<file path="config.mk">
export PLATFORM = sky130hd
export DESIGN_NAME = link_rx_packer
export DESIGN_NICKNAME = d
export VERILOG_FILES = /design/src/rtl/link_rx_packer.sv
export SDC_FILE = /design/constraint.sdc
export NUM_CORES = 1
export LEC_CHECK = 0
export ABC_AREA = 1
export BUFFER_PORTS_ARGS = -buffer_cell sky130_fd_sc_hd__buf_2
export CORE_MARGIN = 1.5
export CORE_UTILIZATION = 60
export CTS_CLUSTER_SIZE = 25
export DETAILED_ROUTE_END_ITERATION = 12
export PLACE_DENSITY_LB_ADDON = 0.05
export RECOVER_POWER = 25
export SYNTH_ARGS = -nofsm -noshare
export SYNTH_HDL_FRONTEND = slang
export SYNTH_HIERARCHICAL = 1
export SYNTH_SLANG_ARGS = --single-unit
</file>
<file path="constraint.sdc">
create_clock -name clk_link -period 9.2 [get_ports clk_link]
set_input_delay 0.92 -clock clk_link [delete_from_list [all_inputs] [get_ports clk_link]]
set_output_delay 0.92 -clock clk_link [all_outputs]
set_load 0.01 [all_outputs]
</file>
<file path="src/rtl/link_rx_packer.sv">
// link_rx_packer: SOP/EOP framer packing 32-bit link words into 64-bit AXI-Stream beats through a show-ahead FIFO.
// Latency: beat visible on m_tValid 1 cycle after its closing word; backpressure: FIFO absorbs, a full FIFO truncates the frame.
// Build option: define LINK_RX_PACKER_STATS_EN to implement frame_cnt, err_cnt and fifo_ovf (tied 0 otherwise).

module link_rx_packer_fifo #(
  parameter int WIDTH = 8,
  parameter int DEPTH = 16
) (
  input  logic             clk_link,
  input  logic             reset_n,
  input  logic             push_vld,
  input  logic [WIDTH-1:0] push_dat,
  output logic             push_rdy,
  output logic             pop_vld,
  output logic [WIDTH-1:0] pop_dat,
  input  logic             pop_rdy
);
  localparam int AW = $clog2(DEPTH);
  localparam logic [AW:0] FULL_CNT = DEPTH[AW:0];

  logic [WIDTH-1:0] mem_q [DEPTH];
  logic [AW-1:0]    wr_ptr_q, rd_ptr_q;
  logic [AW:0]      cnt_q;
  logic             push, pop;

  assign pop_vld  = (cnt_q != '0);
  assign pop      = pop_vld && pop_rdy;
  // A pop in the same cycle frees the slot, so a full FIFO still accepts.
  assign push_rdy = (cnt_q != FULL_CNT) || pop;
  assign push     = push_vld && push_rdy;
  assign pop_dat  = mem_q[rd_ptr_q];

  always_ff @(posedge clk_link or negedge reset_n) begin
    if (!reset_n) begin
      wr_ptr_q <= '0;
      rd_ptr_q <= '0;
      cnt_q    <= '0;
    end else begin
      if (push) wr_ptr_q <= wr_ptr_q + 1'b1;
      if (pop)  rd_ptr_q <= rd_ptr_q + 1'b1;
      if (push && !pop)      cnt_q <= cnt_q + 1'b1;
      else if (pop && !push) cnt_q <= cnt_q - 1'b1;
    end
  end

  always_ff @(posedge clk_link) begin
    if (push) mem_q[wr_ptr_q] <= push_dat;
  end
endmodule

module link_rx_packer #(
  parameter int         FIFO_DEPTH = 16,
  parameter int         MAX_BEATS  = 256,
  parameter logic [7:0] SOP_CHAR   = 8'h3C,
  parameter logic [7:0] EOP_CHAR   = 8'hDC
) (
  input  logic        clk_link,
  input  logic        reset_n,
  input  logic [31:0] rx_d,
  input  logic [3:0]  rx_k,
  input  logic        rx_v,
  output logic        m_tValid,
  output logic [63:0] m_tData,
  output logic [7:0]  m_tKeep,
  output logic        m_tLast,
  output logic [1:0]  m_tUser,
  input  logic        m_tReady,
  output logic        fifo_ovf,
  output logic [31:0] frame_cnt,
  output logic [15:0] err_cnt
);
  typedef enum logic [1:0] {IDLE, FRAME, DROP} state_t;

  typedef struct packed {
    logic [63:0] data;
    logic [7:0]  keep;
    logic        last;
    logic [1:0]  user;
  } beat_t;

  localparam int BW = $clog2(MAX_BEATS + 1);
  localparam logic [BW-1:0] MAX_B = BW'(MAX_BEATS);

  state_t        state_q, state_d;
  logic [31:0]   hold_q, hold_d;
  logic          hold_vld_q, hold_vld_d;
  logic [BW-1:0] beats_q, beats_d, beats_inc;
  logic          err_q, err_d;
  logic          term_pend_q, term_pend_d;
  logic [1:0]    term_user_q, term_user_d;

  logic  is_ctl, is_sop, is_eop, is_dat;
  logic  wr_req, term_wr, frame_done, frame_err, drop_err, lost;
  logic  fifo_rdy, push_vld, out_vld;
  beat_t wr_beat, push_dat, out_beat;

  assign is_ctl    = rx_v && (rx_k == 4'b0001);
  assign is_sop    = is_ctl && (rx_d[7:0] == SOP_CHAR);
  assign is_eop    = is_ctl && (rx_d[7:0] == EOP_CHAR);
  assign is_dat    = rx_v && (rx_k == 4'b0000);
  assign beats_inc = beats_q + 1'b1;

  always_comb begin
    state_d     = state_q;
    hold_d      = hold_q;
    hold_vld_d  = hold_vld_q;
    beats_d     = beats_q;
    err_d       = err_q;
    term_pend_d = term_pend_q;
    term_user_d = term_user_q;
    wr_req      = 1'b0;
    wr_beat     = '0;
    frame_done  = 1'b0;
    frame_err   = 1'b0;
    drop_err    = 1'b0;
    lost        = 1'b0;
    case (state_q)
      IDLE: begin
        if (is_sop) begin
          hold_vld_d = 1'b0;
          if (term_pend_q) begin
            state_d  = DROP;
            drop_err = 1'b1;
          end else begin
            state_d = FRAME;
            beats_d = '0;
            err_d   = 1'b0;
          end
        end
      end
      FRAME: begin
        if (!rx_v) begin
          state_d     = DROP;
          hold_vld_d  = 1'b0;
          term_pend_d = 1'b1;
          term_user_d = 2'b01;
        end else if (is_dat && !hold_vld_q) begin
          hold_d     = rx_d;
          hold_vld_d = 1'b1;
        end else if (is_dat || is_eop) begin
          wr_req     = 1'b1;
          hold_vld_d = 1'b0;
          if (is_dat) begin
            wr_beat.data = {rx_d, hold_q};
            wr_beat.keep = 8'hFF;
          end else begin
            // An empty holder at EOP yields a null closing beat.
            wr_beat.data = hold_vld_q ? {32'h0, hold_q} : 64'h0;
            wr_beat.keep = hold_vld_q ? 8'h0F : 8'h00;
            wr_beat.last = 1'b1;
            wr_beat.user = {1'b0, err_q};
          end
          if (!fifo_rdy) begin
            lost        = 1'b1;
            term_pend_d = 1'b1;
            term_user_d = 2'b01;
            // EOP already consumed, so nothing is left to discard.
            state_d     = is_eop ? IDLE : DROP;
          end else if (is_eop) begin
            frame_done = 1'b1;
            frame_err  = err_q;
            state_d    = IDLE;
          end else begin
            beats_d = beats_inc;
            if (beats_inc == MAX_B) begin
              state_d     = DROP;
              term_pend_d = 1'b1;
              term_user_d = 2'b11;
            end
          end
        end else if (is_sop) begin
          err_d = 1'b1;
        end
      end
      DROP: begin
        if (!rx_v || is_eop) state_d = IDLE;
      end
      default: state_d = IDLE;
    endcase
    term_wr = term_pend_q && !wr_req && fifo_rdy;
    if (term_wr) term_pend_d = 1'b0;
  end

  assign push_vld = (wr_req && fifo_rdy) || term_wr;
  assign push_dat = wr_req ? wr_beat : beat_t'{64'h0, 8'h00, 1'b1, term_user_q};

  always_ff @(posedge clk_link or negedge reset_n) begin
    if (!reset_n) begin
      state_q     <= IDLE;
      hold_q      <= '0;
      hold_vld_q  <= 1'b0;
      beats_q     <= '0;
      err_q       <= 1'b0;
      term_pend_q <= 1'b0;
      term_user_q <= 2'b00;
    end else begin
      state_q     <= state_d;
      hold_q      <= hold_d;
      hold_vld_q  <= hold_vld_d;
      beats_q     <= beats_d;
      err_q       <= err_d;
      term_pend_q <= term_pend_d;
      term_user_q <= term_user_d;
    end
  end

  link_rx_packer_fifo #(.WIDTH($bits(beat_t)), .DEPTH(FIFO_DEPTH)) u_fifo (
    .clk_link (clk_link),
    .reset_n  (reset_n),
    .push_vld (push_vld),
    .push_dat (push_dat),
    .push_rdy (fifo_rdy),
    .pop_vld  (out_vld),
    .pop_dat  (out_beat),
    .pop_rdy  (m_tReady)
  );

  assign m_tValid = out_vld;
  assign m_tData  = out_vld ? out_beat.data : 64'h0;
  assign m_tKeep  = out_vld ? out_beat.keep : 8'h00;
  assign m_tLast  = out_vld && out_beat.last;
  assign m_tUser  = out_vld ? out_beat.user : 2'b00;

`ifdef LINK_RX_PACKER_STATS_EN
  logic [31:0] frame_cnt_q;
  logic [15:0] err_cnt_q;
  logic        ovf_q;
  logic [1:0]  err_inc;
  logic [16:0] err_sum;

  // An IDLE-state drop and a terminator write can land in the same cycle.
  assign err_inc = {1'b0, drop_err || (frame_done && frame_err)} + {1'b0, term_wr};
  assign err_sum = {1'b0, err_cnt_q} + {15'b0, err_inc};

  always_ff @(posedge clk_link or negedge reset_n) begin
    if (!reset_n) begin
      frame_cnt_q <= '0;
      err_cnt_q   <= '0;
      ovf_q       <= 1'b0;
    end else begin
      frame_cnt_q <= frame_cnt_q + {31'b0, frame_done};
      err_cnt_q   <= err_sum[16] ? 16'hFFFF : err_sum[15:0];
      ovf_q       <= ovf_q | lost;
    end
  end

  assign frame_cnt = frame_cnt_q;
  assign err_cnt   = err_cnt_q;
  assign fifo_ovf  = ovf_q;
`else
  logic unused_stats;
  assign unused_stats = ^{frame_done, frame_err, drop_err, lost};
  assign frame_cnt    = '0;
  assign err_cnt      = '0;
  assign fifo_ovf     = 1'b0;
`endif
endmodule

</file>
==> flow_summary.toml <==
[pwr]
cellLeakagePower_nw = 25.49
share_comb_of_total_power_pct = 34.5
seqPwrFrac_pct = 38.3
power_density_mw_per_mm2 = 305.9
swShare_pct = 37.44
internal-power_mw = 11.42
switching_power_mw = 6.834
clockPowerShare_pct = 27.2
ir_drop_mv = 0.3066

[synthesis]
synthTopCellsByArea = "edfxtp_1, nand2_1, nand3_1"
ys_ff_latch = 1261
async_flop_share_pct = 4.837
post-synth-top-area-cell = "edfxtp_1"
synth_commonest_cells = "nand2_1, edfxtp_1, inv_1"
ys_seq_area_share_pct = 68.81
synth_warnings = 6
synth_area_per_cell_um2 = 10.09
synth_edf_count = 1200
synth_top_area_share_pct = 66.01
yosys.cell_types.count = 35
synth-main-ff-cell = "edfxtp_1"
synth.most_common_cell = "nand2_1"
synthesis.area_mm2 = 0.05459
synth_cells = 5410

[setup_path]
path_cells = "inv_1 -> nor2_1 -> inv_1 -> nor2_1 -> inv_1 -> nor2_1 -> inv_1 -> nor2_4 -> clkbuf_1 -> clkinv_1 -> buf_4 -> nor2_1"
worstSetupStartpointType = "register"
arrival_ns = 6.91
crit_required_ns = 9.50
slowest_delay_ns = 1.79
path_class = "reg2reg"
path_max_fanout = 65
cp-end-kind = "register"
cp_slowest_cell = "clkbuf_1"

[detailed_routing]
via_count = 36389
ant_nets = 0
wl_per_cell_um = 20.10
first_pass_iters = 6
drt_iter0_drc = 3936
wl_met1_um = 57680
met2_length_um = 63190
drt_wl_total_um = 135500
dr_wl_met3_um = 11080
viasPerCell = 5.397
maxUsedRoutingLayer = "met5"
drc = 0

[layout]
nFillCells = 7012
layout.nets = 5515
drive_gt1_share_pct = 6.360
fin_util_pct = 66.31
final_cells = 6742
syn_to_final_growth_pct = 9.345
diodes = 0
regArea_mm2 = 0.03757
final_area_mm2 = 0.05969
multi_input_area_mm2 = 0.01319

[clock_tree]
clockBufferDepth = 3
cts-htree-levels = 4
cts_tree = "yes"
path_clk_slew_ns = 0.06
numClockSinks = 1261
post-cts-setup-buffer-count = 0
cts_hold_buf = 0
root_buffer = "clkbuf_16"
numCtsBuffers = 132
insertion_delay_ns = 0.74
ctsResizeCount = 0

[global_routing]
grt_overflow = 0
grt_pass1_vias = 34112
grt_pass1_wl_um = 204600
grt_use_total_pct = 29.36
antenna_found_initial = 3
grt_start_max_net_pins = 227

[outcome]
violations = "capacitance limit, slew limit"
status = "finished, violations left"

[floorplan]
initial_core_util_pct = 60.64
fp.dieW_um = 304.6
io_pins = 165
die_area_mm2 = 0.09280
core_area_mm2 = 0.09001
fp-row-count = 110
die_h_um = 304.6

[place]
gp_congestion = 0.7914
placed_cell_area_mm2 = 0.05584
dp_cells = 6506
port_buffers = 115
hpwl_um = 70460

[timing]
rsz0062_at_grt = "false"
max_clock_freq_mhz = 151.2
worstMarginPinSlew_ns = 4.315
slew_headroom_pct = -187.7
finalMaxSlewViolations = 390
finalSetupTns_ns = 0
setup_viol = 0
period_share_pct = 71.87
fin_crit_ns = 6.612
finalClockSkew_ns = 0.02448
finalHoldViolations = 0

[flow_run]
cap_viol_max_count = 8

[hold_path]
hold_path_class = "reg2reg"
## critical path, delay by kind of cell (launching register included)
| kind | cells | cell delay [ns] |
|---|---|---|
| buf+inv | 7 | 3.08 |
| flops | 1 | 0.37 |
| simple gates | 5 | 2.63 |
## power groups by stage
stage | Sequential [mW] | Combinational (mW) | Clock [mW]
3_3_place_gp | 7.08 | 6.22 | 0
4_1_cts | 6.98 | 6.32 | 5.02
3_5_place_dp | 7.10 | 6.29 | 0
2_1_floorplan | 6.99 | 4.45 | 0
6_report | 6.99 | 6.31 | 4.96
5_1_grt | 7.03 | 7.04 | 5.25
## layout make-up
| cell class | instances | area share, % |
|---|---|---|
| Clock inverter | 45 | 0.4360 |
| Clock buffer | 191 | 6.238 |
| Sequential cell | 1261 | 62.95 |
| Multi-Input combinational cell | 3256 | 22.10 |
| Inverter | 636 | 4.042 |
| Tap cell | 1176 | 2.465 |
| Timing Repair Buffer | 177 | 1.771 |
## registers in the layout, summed over array words and instances (netlist names)
register and flops:
beats_q 9, err_q 1, hold_q 32, hold_vld_q 1
state_q 2, term_pend_q 1, term_user_q 2, u_fifo/cnt_q 5
u_fifo/mem_q 1200, u_fifo/rd_ptr_q 4, u_fifo/wr_ptr_q 4
## final timing paths
path | startpoint | slack [ns] | cells past startpoint | end
max in group asynchronous | reset_n | 4.36 | 2 | u_fifo/rd_ptr_q[3]
hold reg to reg | term_user_q[0] | 0.46 | 2 | term_user_q[0]
hold / removal | term_user_q[0] | 0.46 | 2 | term_user_q[0]
setup / recovery | state_q[0] | 2.59 | 12 | u_fifo/mem_q[0][46]
setup reg to reg | state_q[0] | 2.59 | 12 | u_fifo/mem_q[0][46]
min in group asynchronous | reset_n | 1.82 | 2 | hold_q[3]
## metrics by stage
stage | hold slack [ns] | power, mW | setup WS (ns)
global route | 0.4763 | 19.32 | 1.864
floorplan | 0.4219 | 11.44 | 1.453
global placement | 0.4429 | 13.30 | 3.683
detailed placement | 0.4490 | 13.39 | 3.607
finish | 0.4603 | 18.26 | 2.588
CTS | 0.4504 | 18.33 | 3.654
## metal layers
layer / vias up / global-route usage (%)
li1: 17296 / -
met1: 17473 / 42.29
met2: 1395 / 46.55
met3: 221 / 4.471
met4: 4 / 9.151
met5: - / 0
## layout by cell type (no fill, tap or decap), drive strengths merged, types with 2 or more instances in the layout
cell	instances
a21oi	3
nor2	547
xor2	4
clkbuf	204
nor3	16
clkinv	40
edfxtp	1200
conb	49
bufinv	2
inv	639
dfrtp	61
buf	164
o21ai	53
xnor2	4
nand3	481
ha	10
nand4	6
nand2	2076
## cell families after synthesis
| family | synth area share, % |
|---|---|
| mux | 0.01834 |
| other cells | 0.006870 |
| compound gates | 0.5593 |
| simple gates | 22.83 |
| xor+xnor | 0.1283 |
| buf+inv | 7.381 |
| fa+ha+maj | 0.2659 |
| flops | 68.81 |
Note: power is estimated with default switching activity, not from simulation.
